===== src/rtl/spi_pkg.sv =====
// Shared types and SPI mode encodings for the SPI slave.
package spi_pkg;

  typedef enum logic [1:0] {
    IDLE  = 2'd0,
    SHIFT = 2'd1,
    DRAIN = 2'd2
  } spi_slave_state_t;

  // {CPOL, CPHA}
  localparam logic [1:0] SPI_MODE_0 = 2'b00;
  localparam logic [1:0] SPI_MODE_1 = 2'b01;
  localparam logic [1:0] SPI_MODE_2 = 2'b10;
  localparam logic [1:0] SPI_MODE_3 = 2'b11;

endpackage


===== src/rtl/spi_input_sync.sv =====
// Multi-bit synchronizer with per-bit reset value and registered rise/fall strobes.
// lvl_o is the delayed copy used for edge detection, so it lines up with rise_o/fall_o.
module spi_input_sync #(
  parameter int                 WIDTH       = 3,
  parameter int                 SYNC_STAGES = 2,
  parameter logic [WIDTH-1:0]   RESET_VAL   = '0
) (
  input  logic             clk_i,
  input  logic             rst_i,
  input  logic [WIDTH-1:0] d_i,
  output logic [WIDTH-1:0] lvl_o,
  output logic [WIDTH-1:0] rise_o,
  output logic [WIDTH-1:0] fall_o
);

  logic [WIDTH-1:0] chain_q [SYNC_STAGES];
  logic [WIDTH-1:0] prev_q;
  logic [WIDTH-1:0] rise_q;
  logic [WIDTH-1:0] fall_q;

  always_ff @(posedge clk_i) begin
    if (rst_i) begin
      for (int i = 0; i < SYNC_STAGES; i++) chain_q[i] <= RESET_VAL;
      prev_q <= RESET_VAL;
      rise_q <= '0;
      fall_q <= '0;
    end else begin
      chain_q[0] <= d_i;
      for (int i = 1; i < SYNC_STAGES; i++) chain_q[i] <= chain_q[i-1];
      prev_q <= chain_q[SYNC_STAGES-1];
      rise_q <= chain_q[SYNC_STAGES-1] & ~prev_q;
      fall_q <= ~chain_q[SYNC_STAGES-1] & prev_q;
    end
  end

  assign lvl_o  = prev_q;
  assign rise_o = rise_q;
  assign fall_o = fall_q;

endmodule


===== src/rtl/spi_slave.sv =====
// Oversampling SPI slave, all four CPOL/CPHA modes, MSB-first frames.
// Optional build macro SPI_SLAVE_MISO_OE_EN adds o_spi_miso_oe for a shared MISO bus.
module spi_slave
  import spi_pkg::*;
#(
  parameter int SPI_DATA_WIDTH = 32,
  parameter int SYNC_STAGES    = 2
) (
  input  logic                      i_clock,
  input  logic                      i_reset,
  input  logic                      i_clock_polarity,
  input  logic                      i_clock_phase,
  input  logic [SPI_DATA_WIDTH-1:0] i_data_in,
  input  logic                      i_load,
  output logic [SPI_DATA_WIDTH-1:0] o_data_out,
  output logic                      o_valid,
  output logic                      o_busy,
  input  logic                      i_spi_cs_n,
  input  logic                      i_spi_clock,
  input  logic                      i_spi_mosi,
  output logic                      o_spi_miso
`ifdef SPI_SLAVE_MISO_OE_EN
  ,
  output logic                      o_spi_miso_oe
`endif
);

  localparam int W       = SPI_DATA_WIDTH;
  localparam int CNT_W   = $clog2(SPI_DATA_WIDTH + 1);
  localparam int FLUSH_W = $clog2(SYNC_STAGES + 3);
  localparam logic [FLUSH_W-1:0] FLUSH_DONE = FLUSH_W'(SYNC_STAGES + 2);

  logic [2:0] pins_lvl, pins_rise, pins_fall;

  spi_input_sync #(
    .WIDTH      (3),
    .SYNC_STAGES(SYNC_STAGES),
    .RESET_VAL  (3'b100)
  ) u_sync (
    .clk_i (i_clock),
    .rst_i (i_reset),
    .d_i   ({i_spi_cs_n, i_spi_clock, i_spi_mosi}),
    .lvl_o (pins_lvl),
    .rise_o(pins_rise),
    .fall_o(pins_fall)
  );

  logic cs_lvl, cs_fall, sclk_rise, sclk_fall, mosi_lvl;
  logic unused_edges;
  assign cs_lvl       = pins_lvl[2];
  assign cs_fall      = pins_fall[2];
  assign sclk_rise    = pins_rise[1];
  assign sclk_fall    = pins_fall[1];
  assign mosi_lvl     = pins_lvl[0];
  assign unused_edges = ^{pins_rise[2], pins_lvl[1], pins_rise[0], pins_fall[0]};

  spi_slave_state_t    state_q;
  logic [FLUSH_W-1:0]  flush_q;
  logic                cpol_q, cpha_q;
  logic [W-1:0]        hold_q, tx_q, rx_q, data_out_q;
  logic [CNT_W-1:0]    cnt_q;
  logic                valid_q, miso_q, busy_q;

  logic                lead_d, trail_d, sample_d, shift_d;
  logic [W-1:0]        rx_next_d, tx_word_d;

  always_comb begin
    lead_d    = cpol_q ? sclk_fall : sclk_rise;
    trail_d   = cpol_q ? sclk_rise : sclk_fall;
    sample_d  = cpha_q ? trail_d : lead_d;
    shift_d   = cpha_q ? lead_d : trail_d;
    rx_next_d = {rx_q[W-2:0], mosi_lvl};
    tx_word_d = i_load ? i_data_in : hold_q;
  end

  // Reset lands in DRAIN: the CS synchronizer restarts at 1, so a frame already
  // in progress would otherwise look like a fresh CS fall once the chain flushes.
  always_ff @(posedge i_clock) begin
    if (i_reset) begin
      state_q    <= DRAIN;
      flush_q    <= '0;
      cpol_q     <= 1'b0;
      cpha_q     <= 1'b0;
      hold_q     <= '0;
      tx_q       <= '0;
      rx_q       <= '0;
      cnt_q      <= '0;
      data_out_q <= '0;
      valid_q    <= 1'b0;
      miso_q     <= 1'b0;
      busy_q     <= 1'b0;
    end else begin
      valid_q <= 1'b0;
      busy_q  <= ~cs_lvl;
      if (flush_q != FLUSH_DONE) flush_q <= flush_q + FLUSH_W'(1);
      if (i_load) hold_q <= i_data_in;

      case (state_q)
        IDLE: begin
          miso_q <= 1'b0;
          if (cs_fall) begin
            cpol_q  <= i_clock_polarity;
            cpha_q  <= i_clock_phase;
            cnt_q   <= '0;
            rx_q    <= '0;
            state_q <= SHIFT;
            if (i_clock_phase) begin
              tx_q <= tx_word_d;
            end else begin
              miso_q <= tx_word_d[W-1];
              tx_q   <= {tx_word_d[W-2:0], 1'b0};
            end
          end
        end

        SHIFT: begin
          if (cs_lvl) begin
            miso_q  <= 1'b0;
            state_q <= IDLE;
          end else begin
            if (shift_d) begin
              miso_q <= tx_q[W-1];
              tx_q   <= {tx_q[W-2:0], 1'b0};
            end
            if (sample_d) begin
              rx_q  <= rx_next_d;
              cnt_q <= cnt_q + CNT_W'(1);
              if (cnt_q == CNT_W'(W - 1)) begin
                data_out_q <= rx_next_d;
                valid_q    <= 1'b1;
                miso_q     <= 1'b0;
                state_q    <= DRAIN;
              end
            end
          end
        end

        DRAIN: begin
          miso_q <= 1'b0;
          if (cs_lvl && (flush_q == FLUSH_DONE)) state_q <= IDLE;
        end

        default: state_q <= IDLE;
      endcase
    end
  end

  assign o_data_out = data_out_q;
  assign o_valid    = valid_q;
  assign o_busy     = busy_q;
  assign o_spi_miso = miso_q;
`ifdef SPI_SLAVE_MISO_OE_EN
  assign o_spi_miso_oe = busy_q;
`endif

endmodule


===== config.mk =====
export PLATFORM = sky130hd
export DESIGN_NAME = spi_slave
export DESIGN_NICKNAME = d
export VERILOG_FILES = /design/src/rtl/spi_pkg.sv /design/src/rtl/spi_input_sync.sv /design/src/rtl/spi_slave.sv
export SDC_FILE = /design/constraint.sdc
export NUM_CORES = 1
export LEC_CHECK = 0
export ABC_AREA = 1
export CORE_MARGIN = 2
export CORE_UTILIZATION = 56
export DETAILED_ROUTE_END_ITERATION = 16
export PLACE_DENSITY = 0.79
export REMOVE_ABC_BUFFERS = 1
export SETUP_SLACK_MARGIN = 0.3
export SLEW_MARGIN = 5
export SYNTH_ARGS = -nofsm -noshare
export SYNTH_HDL_FRONTEND = slang
export SYNTH_SLANG_ARGS = --single-unit
export TNS_END_PERCENT = 10

===== constraint.sdc =====
create_clock -name i_clock -period 2.1 [get_ports i_clock]
set_input_delay 0.42 -clock i_clock [delete_from_list [all_inputs] [get_ports i_clock]]
set_output_delay 0.42 -clock i_clock [all_outputs]
set_load 0.01 [all_outputs]

======== Yosys cells after proc, flatten, opt, wreduce, memory -nomap -nowiden ========
Memory sizes are Yosys's and may differ from the RTL's.
Cells that the tools add are included.
operators by class
  bitwise gates (word level) .............. 9
  reductions and logical operators ........ 10
  add/subtract/negate cells ............... 2
  $lt $le $gt $ge ......................... 0
  equal/unequal tests ..................... 12
  div/mod/pow operators ................... 0
  shifts and indexed selects .............. 0
  mux-type cells .......................... 37
  $mul .................................... 0
operators by type and width
  cell                   number
  $mux W32               5
  $mux W31               3
  $pmux W32 S2           1
  $pmux W31 S2           1
  $mux W6                3
  $reduce_and A4 Y1      4
  $mux W1                14
  $pmux W6 S2            1
  $mux W2                5
  $ne A2 B2 Y1 const B   4
  $add A6 B1 Y6 const B  1
  $eq A6 B5 Y1 const B   1
  $mux W3                2
  $ne A3 B2 Y1 const B   2
  $pmux W2 S3            1
  $reduce_or A4 Y1       1
  $add A3 B1 Y3 const B  1
  $and A3 B3 Y3          1
  $eq A3 B3 Y1 const B   1
  $ne A3 B3 Y1 const B   1
  $not A1 Y1             3
  $not A3 Y3             1
  $pmux W1 S3            1
  $reduce_bool A3 Y1     1
  10 further kinds       11
word-level totals
  memories ................................ 1
  RAM bits ................................ 6
  input port bits ......................... 40
  bits in read-only memories .............. 0
  bits in latches ......................... 0
  flip-flop bits (word level) ............. 151
  word-level logic and storage cells ...... 86
memory list
  name            depth  width  read ports  clocked after memory_dff  wr ports  RTL line              RTL
  u_sync.chain_q  2      3      2           0                         2         spi_input_sync.sv:16  logic [WIDTH-1:0] chain_q [SYNC_STAGES];

======== Logic depth before layout (Yosys ltp) ========
  depth in word-level cells ............... 7
  gate-level depth with buffers ........... 12
  gate-level depth less buffers ........... 9

======== Modules after synthesis ========
From an unflattened synthesis, not the netlist that was laid out.
unflattened totals
  cells, all modules ...................... 1,057
  area total of the unflattened synthesis .. 7,028.0 um^2
by module, submodules not included
  module          area each (um^2)  times used  cells each  sequential area each (um^2)
  spi_slave       6,602.6           1           1,012       2,862.7
  spi_input_sync  425.4             1           45          300.3

======== Worst setup path after synthesis ========
OpenSTA, ideal clock, no wires.
  kind .................................... flip-flop to flip-flop
  start ................................... register state_q[1]
  end ..................................... register tx_q[12]
  path slack .............................. 0.422 ns
  buffers on the path ..................... 3
  required time ........................... 1.985 ns
  cell stages (with the launch flop) ...... 12
  period minus slack after synthesis ...... 1.678 ns
  arrival time ............................ 1.564 ns
  cell sequence ........................... dfxtp_1 -> inv_1 -> ha_1 -> buf_4 -> clkinv_2 -> nand2_2 -> a21oi_2 -> nand2_1 -> buf_6 -> buf_6 -> nor3_2 -> nor2_1
on the way
  word-level cells in the longest chain between the ends .. 3
  elaborated cells between the ends (all ways) .. 8
RTL lines
  item                                                     RTL line          RTL
  start: declaration                                       spi_slave.sv:57   spi_slave_state_t state_q;
  start signal: assignment                                 spi_slave.sv:80   state_q <= DRAIN;
  start signal: assignment                                 spi_slave.sv:106  state_q <= SHIFT;
  start signal: assignment                                 spi_slave.sv:119  state_q <= IDLE;
  $eq A2 B1 Y1 / $logic_not A2 Y1 (equally long branches)  spi_slave.sv:98   case (state_q)
  $ne A2 B2 Y1 (no source line) (tied with other cells)    --
  $reduce_and A4 Y1 (no source line)                       --
  end signal: assignment                                   spi_slave.sv:108  tx_q <= tx_word_d;
  end signal: assignment                                   spi_slave.sv:111  tx_q <= {tx_word_d[W-2:0], 1'b0};
  end signal: assignment                                   spi_slave.sv:123  tx_q <= {tx_q[W-2:0], 1'b0};
  end: declaration                                         spi_slave.sv:60   logic [W-1:0] hold_q, tx_q, rx_q, data_out_q;
Parallel ways exist; a longest one is shown, timed or not.
A chain may end at the register's enable or synchronous reset.

======== Worst setup path in the final report ========
  start ................................... register data_out_q[27], in the netlist o_data_out[27]
  end ..................................... output port o_data_out[27]
RTL lines
  item                      RTL line          RTL
  start: declaration        spi_slave.sv:60
  start signal: assignment  spi_slave.sv:129  data_out_q <= rx_next_d;
  end: declaration          spi_slave.sv:15   output logic [SPI_DATA_WIDTH-1:0] o_data_out,
No word-level cell between the ends.

==> impl_metrics.toml <==
[placed_design]
portBuffers = 74
gp_congestion = 0.807
dp_hpwl_mm = 8.95
dp.cells = 1164
placed_cell_area_sq_um = 7590

[timing]
drv_slew = 0
setup_tns_ns = 0
final-hold-violation-count = 0
skew_ns = 0.0126
fmax_ghz = 0.571
rsz0062_at_grt = "true"
worstMarginPinSlew_ns = 0.466
relSlewSlack = 0.686
fin_crit_ns = 1.75
timing.hold.ws_ns = 0.403
fin_crit_sh = 0.834
setup_viol = 0

[flow_run]
cap_violations = 0

[route]
routedWlPerCell_microns = 12.6
drt_iter0_drc = 372
vias = 6033
wl_mm = 15.1
drcViolationCount = 0
via_per_inst = 5.02
ant_nets = 0
dr.pass1.iters = 5

[power]
total_power_mw = 8.05
p_leak_nw = 3.97
power_density_nw_per_um2 = 965
ir_drop_mv = 0.580

[finish]
final_area_sq_um = 8350
drive_above_1_share = 0.0919
fill_cells = 998
nets = 1090
register_area_sq_um = 3110
antenna_cells = 0
multi_input_area_sq_um = 2870
layout_commonest_cell = "nand2_1"
most-common-layout-cells = "nand2_1 (207), nor2_1 (192), dfxtp_1 (152)"
final_cell_count_no_fill = 1202
area_growth_pct = 23.9

[critical_path]
worst-path-max-fanout = 2
cpPeakStageDelay_ns = 0.56
cp_cell_sequence = "clkdlybuf4s50_1"
critPathArrivalTime_ns = 1.33
end_kind = "primary output"
cp.required_ns = 1.68
cp_num_buf_inv = 1
criticalPathCategory = "flip-flop to primary output"
critical_path.top_delay_family = "buffers and inverters"
cp_slowest_cell = "clkdlybuf4s50_1"
critPathLaunchType = "flip-flop"

[global_route]
grt_usage = 0.231
antenna_found_initial = 0
grt_pass1_wl_mm = 24.4
grt_max_degree = 66
grt_overflow = 0
grt_pass1_vias = 5591

[floorplan]
num_io_pins = 75
num_rows = 40
core_area_sq_um = 11900
initial_utilization = 0.568
die_h_microns = 114
die_area_sq_um = 12900
chipWidth_microns = 114

[cts]
numCtsBuffers = 17
clock_tree.root_cell = "clkbuf_16"
tritoncts = "built"
htreeDepth = 4
cts.sinks = 155
ctsHoldBuffers = 0
cts.path.max_buffers = 2
clkSlewWorstSetupHoldPaths_ns = 0.06
clk_latency_ns = 0.42

[yosys]
synth_cell_types = 29
synthCells = 973
synth_warnings = 0
synth_top_area_share = 0.461
avgSynthCellArea_sq_um = 6.92
synth_top_cell_by_area = "dfxtp_1"
synth-seq-cells = 155
seq_area_frac_synth = 0.461
ys_top_cells_by_area = "dfxtp_1 (46%), nand2_1 (12%), nor2_1 (11%)"
syn_area_sq_um = 6740

[hold_path]
hold_path.class = "flip-flop to flip-flop"

[outcome]
status = "finished clean"
==> logic make-up after synthesis <==
group | Yosys count | synth area share
simple gates | 456 | 0.274
compound gates | 154 | 0.126
xor+xnor | 3 | 0.00390
buf+inv | 197 | 0.121
fa+ha+maj | 8 | 0.0149
flops | 155 | 0.461
==> final cells by class <==
cell class	count	area share
Sequential cell	155	0.372
Multi-Input combinational cell	621	0.344
Timing Repair Buffer	102	0.127
Inverter	145	0.0662
Clock buffer	22	0.0580
Tap cell	147	0.0220
Clock inverter	10	0.00989
==> layer usage <==
metal	GRT usage	routed length (microns)	up-vias
li1	-	-	3106
met1	0.285	6840	2746
met2	0.397	7200	152
met3	0.0505	756	29
met4	0.0894	295	0
met5	0	0	-
==> cells in the mapped netlist, drive strengths merged <==
cell and number:
a21oi 25, a22oi 1, buf 30, clkbuf 22, clkinv 1, dfxtp 155
ha 8, inv 144, nand2 211, nand3 14, nand4 1, nor2 196
nor3 30, nor3b 1, o211ai 2, o21a 25, o21ai 101, or2 3
xnor2 1, xor2 2
==> report_power, final <==
part | internal [mW] | switching (mW) | total (mW)
logic | 0.668 | 1.00 | 1.67
registers | 3.31 | 0.176 | 3.48
clock network | 1.65 | 1.25 | 2.90
==> worst paths after layout <==
check / start / endpoint / slack, ns / depth (start not counted)
setup / recovery: o_data_out[27] / o_data_out[27] / 0.35 / 1
hold / removal: u_sync.chain_q[0][0] / u_sync.chain_q[0][3] / 0.40 / 2
setup reg to reg: state_q[0] / rx_q[13] / 0.36 / 10
hold reg to reg: u_sync.chain_q[0][0] / u_sync.chain_q[0][3] / 0.40 / 2
==> sequential cells by signal, indices dropped and copies added, names as in the netlist <==
signal          flops
u_sync.lvl_o        3
cnt_q               6
o_spi_miso          1
o_valid             1
hold_q             32
tx_q               32
u_sync.chain_q      6
state_q             2
rx_q               31
u_sync.fall_o       2
u_sync.rise_o       1
flush_q             3
o_data_out         32
o_busy              1
cpol_q              1
cpha_q              1
==> repair_timing <==
item	in CTS	in global routing
pin swaps	0	3
endpoints found under the setup margin	91	102
gates resized for setup	5	19
setup buffers	1	2
gates cloned	1	2
endpoints found under the hold margin	0	0
==> per-stage QoR <==
stage | setup WS (ns) | utilization
floorplan | -0.992 | -
global placement | 0.0213 | 0.640
detailed placement | 0.0191 | 0.640
CTS | 0.186 | 0.692
global route | 0.276 | 0.704
finish | 0.349 | 0.704
Note: power is estimated with default switching activity, not from simulation.
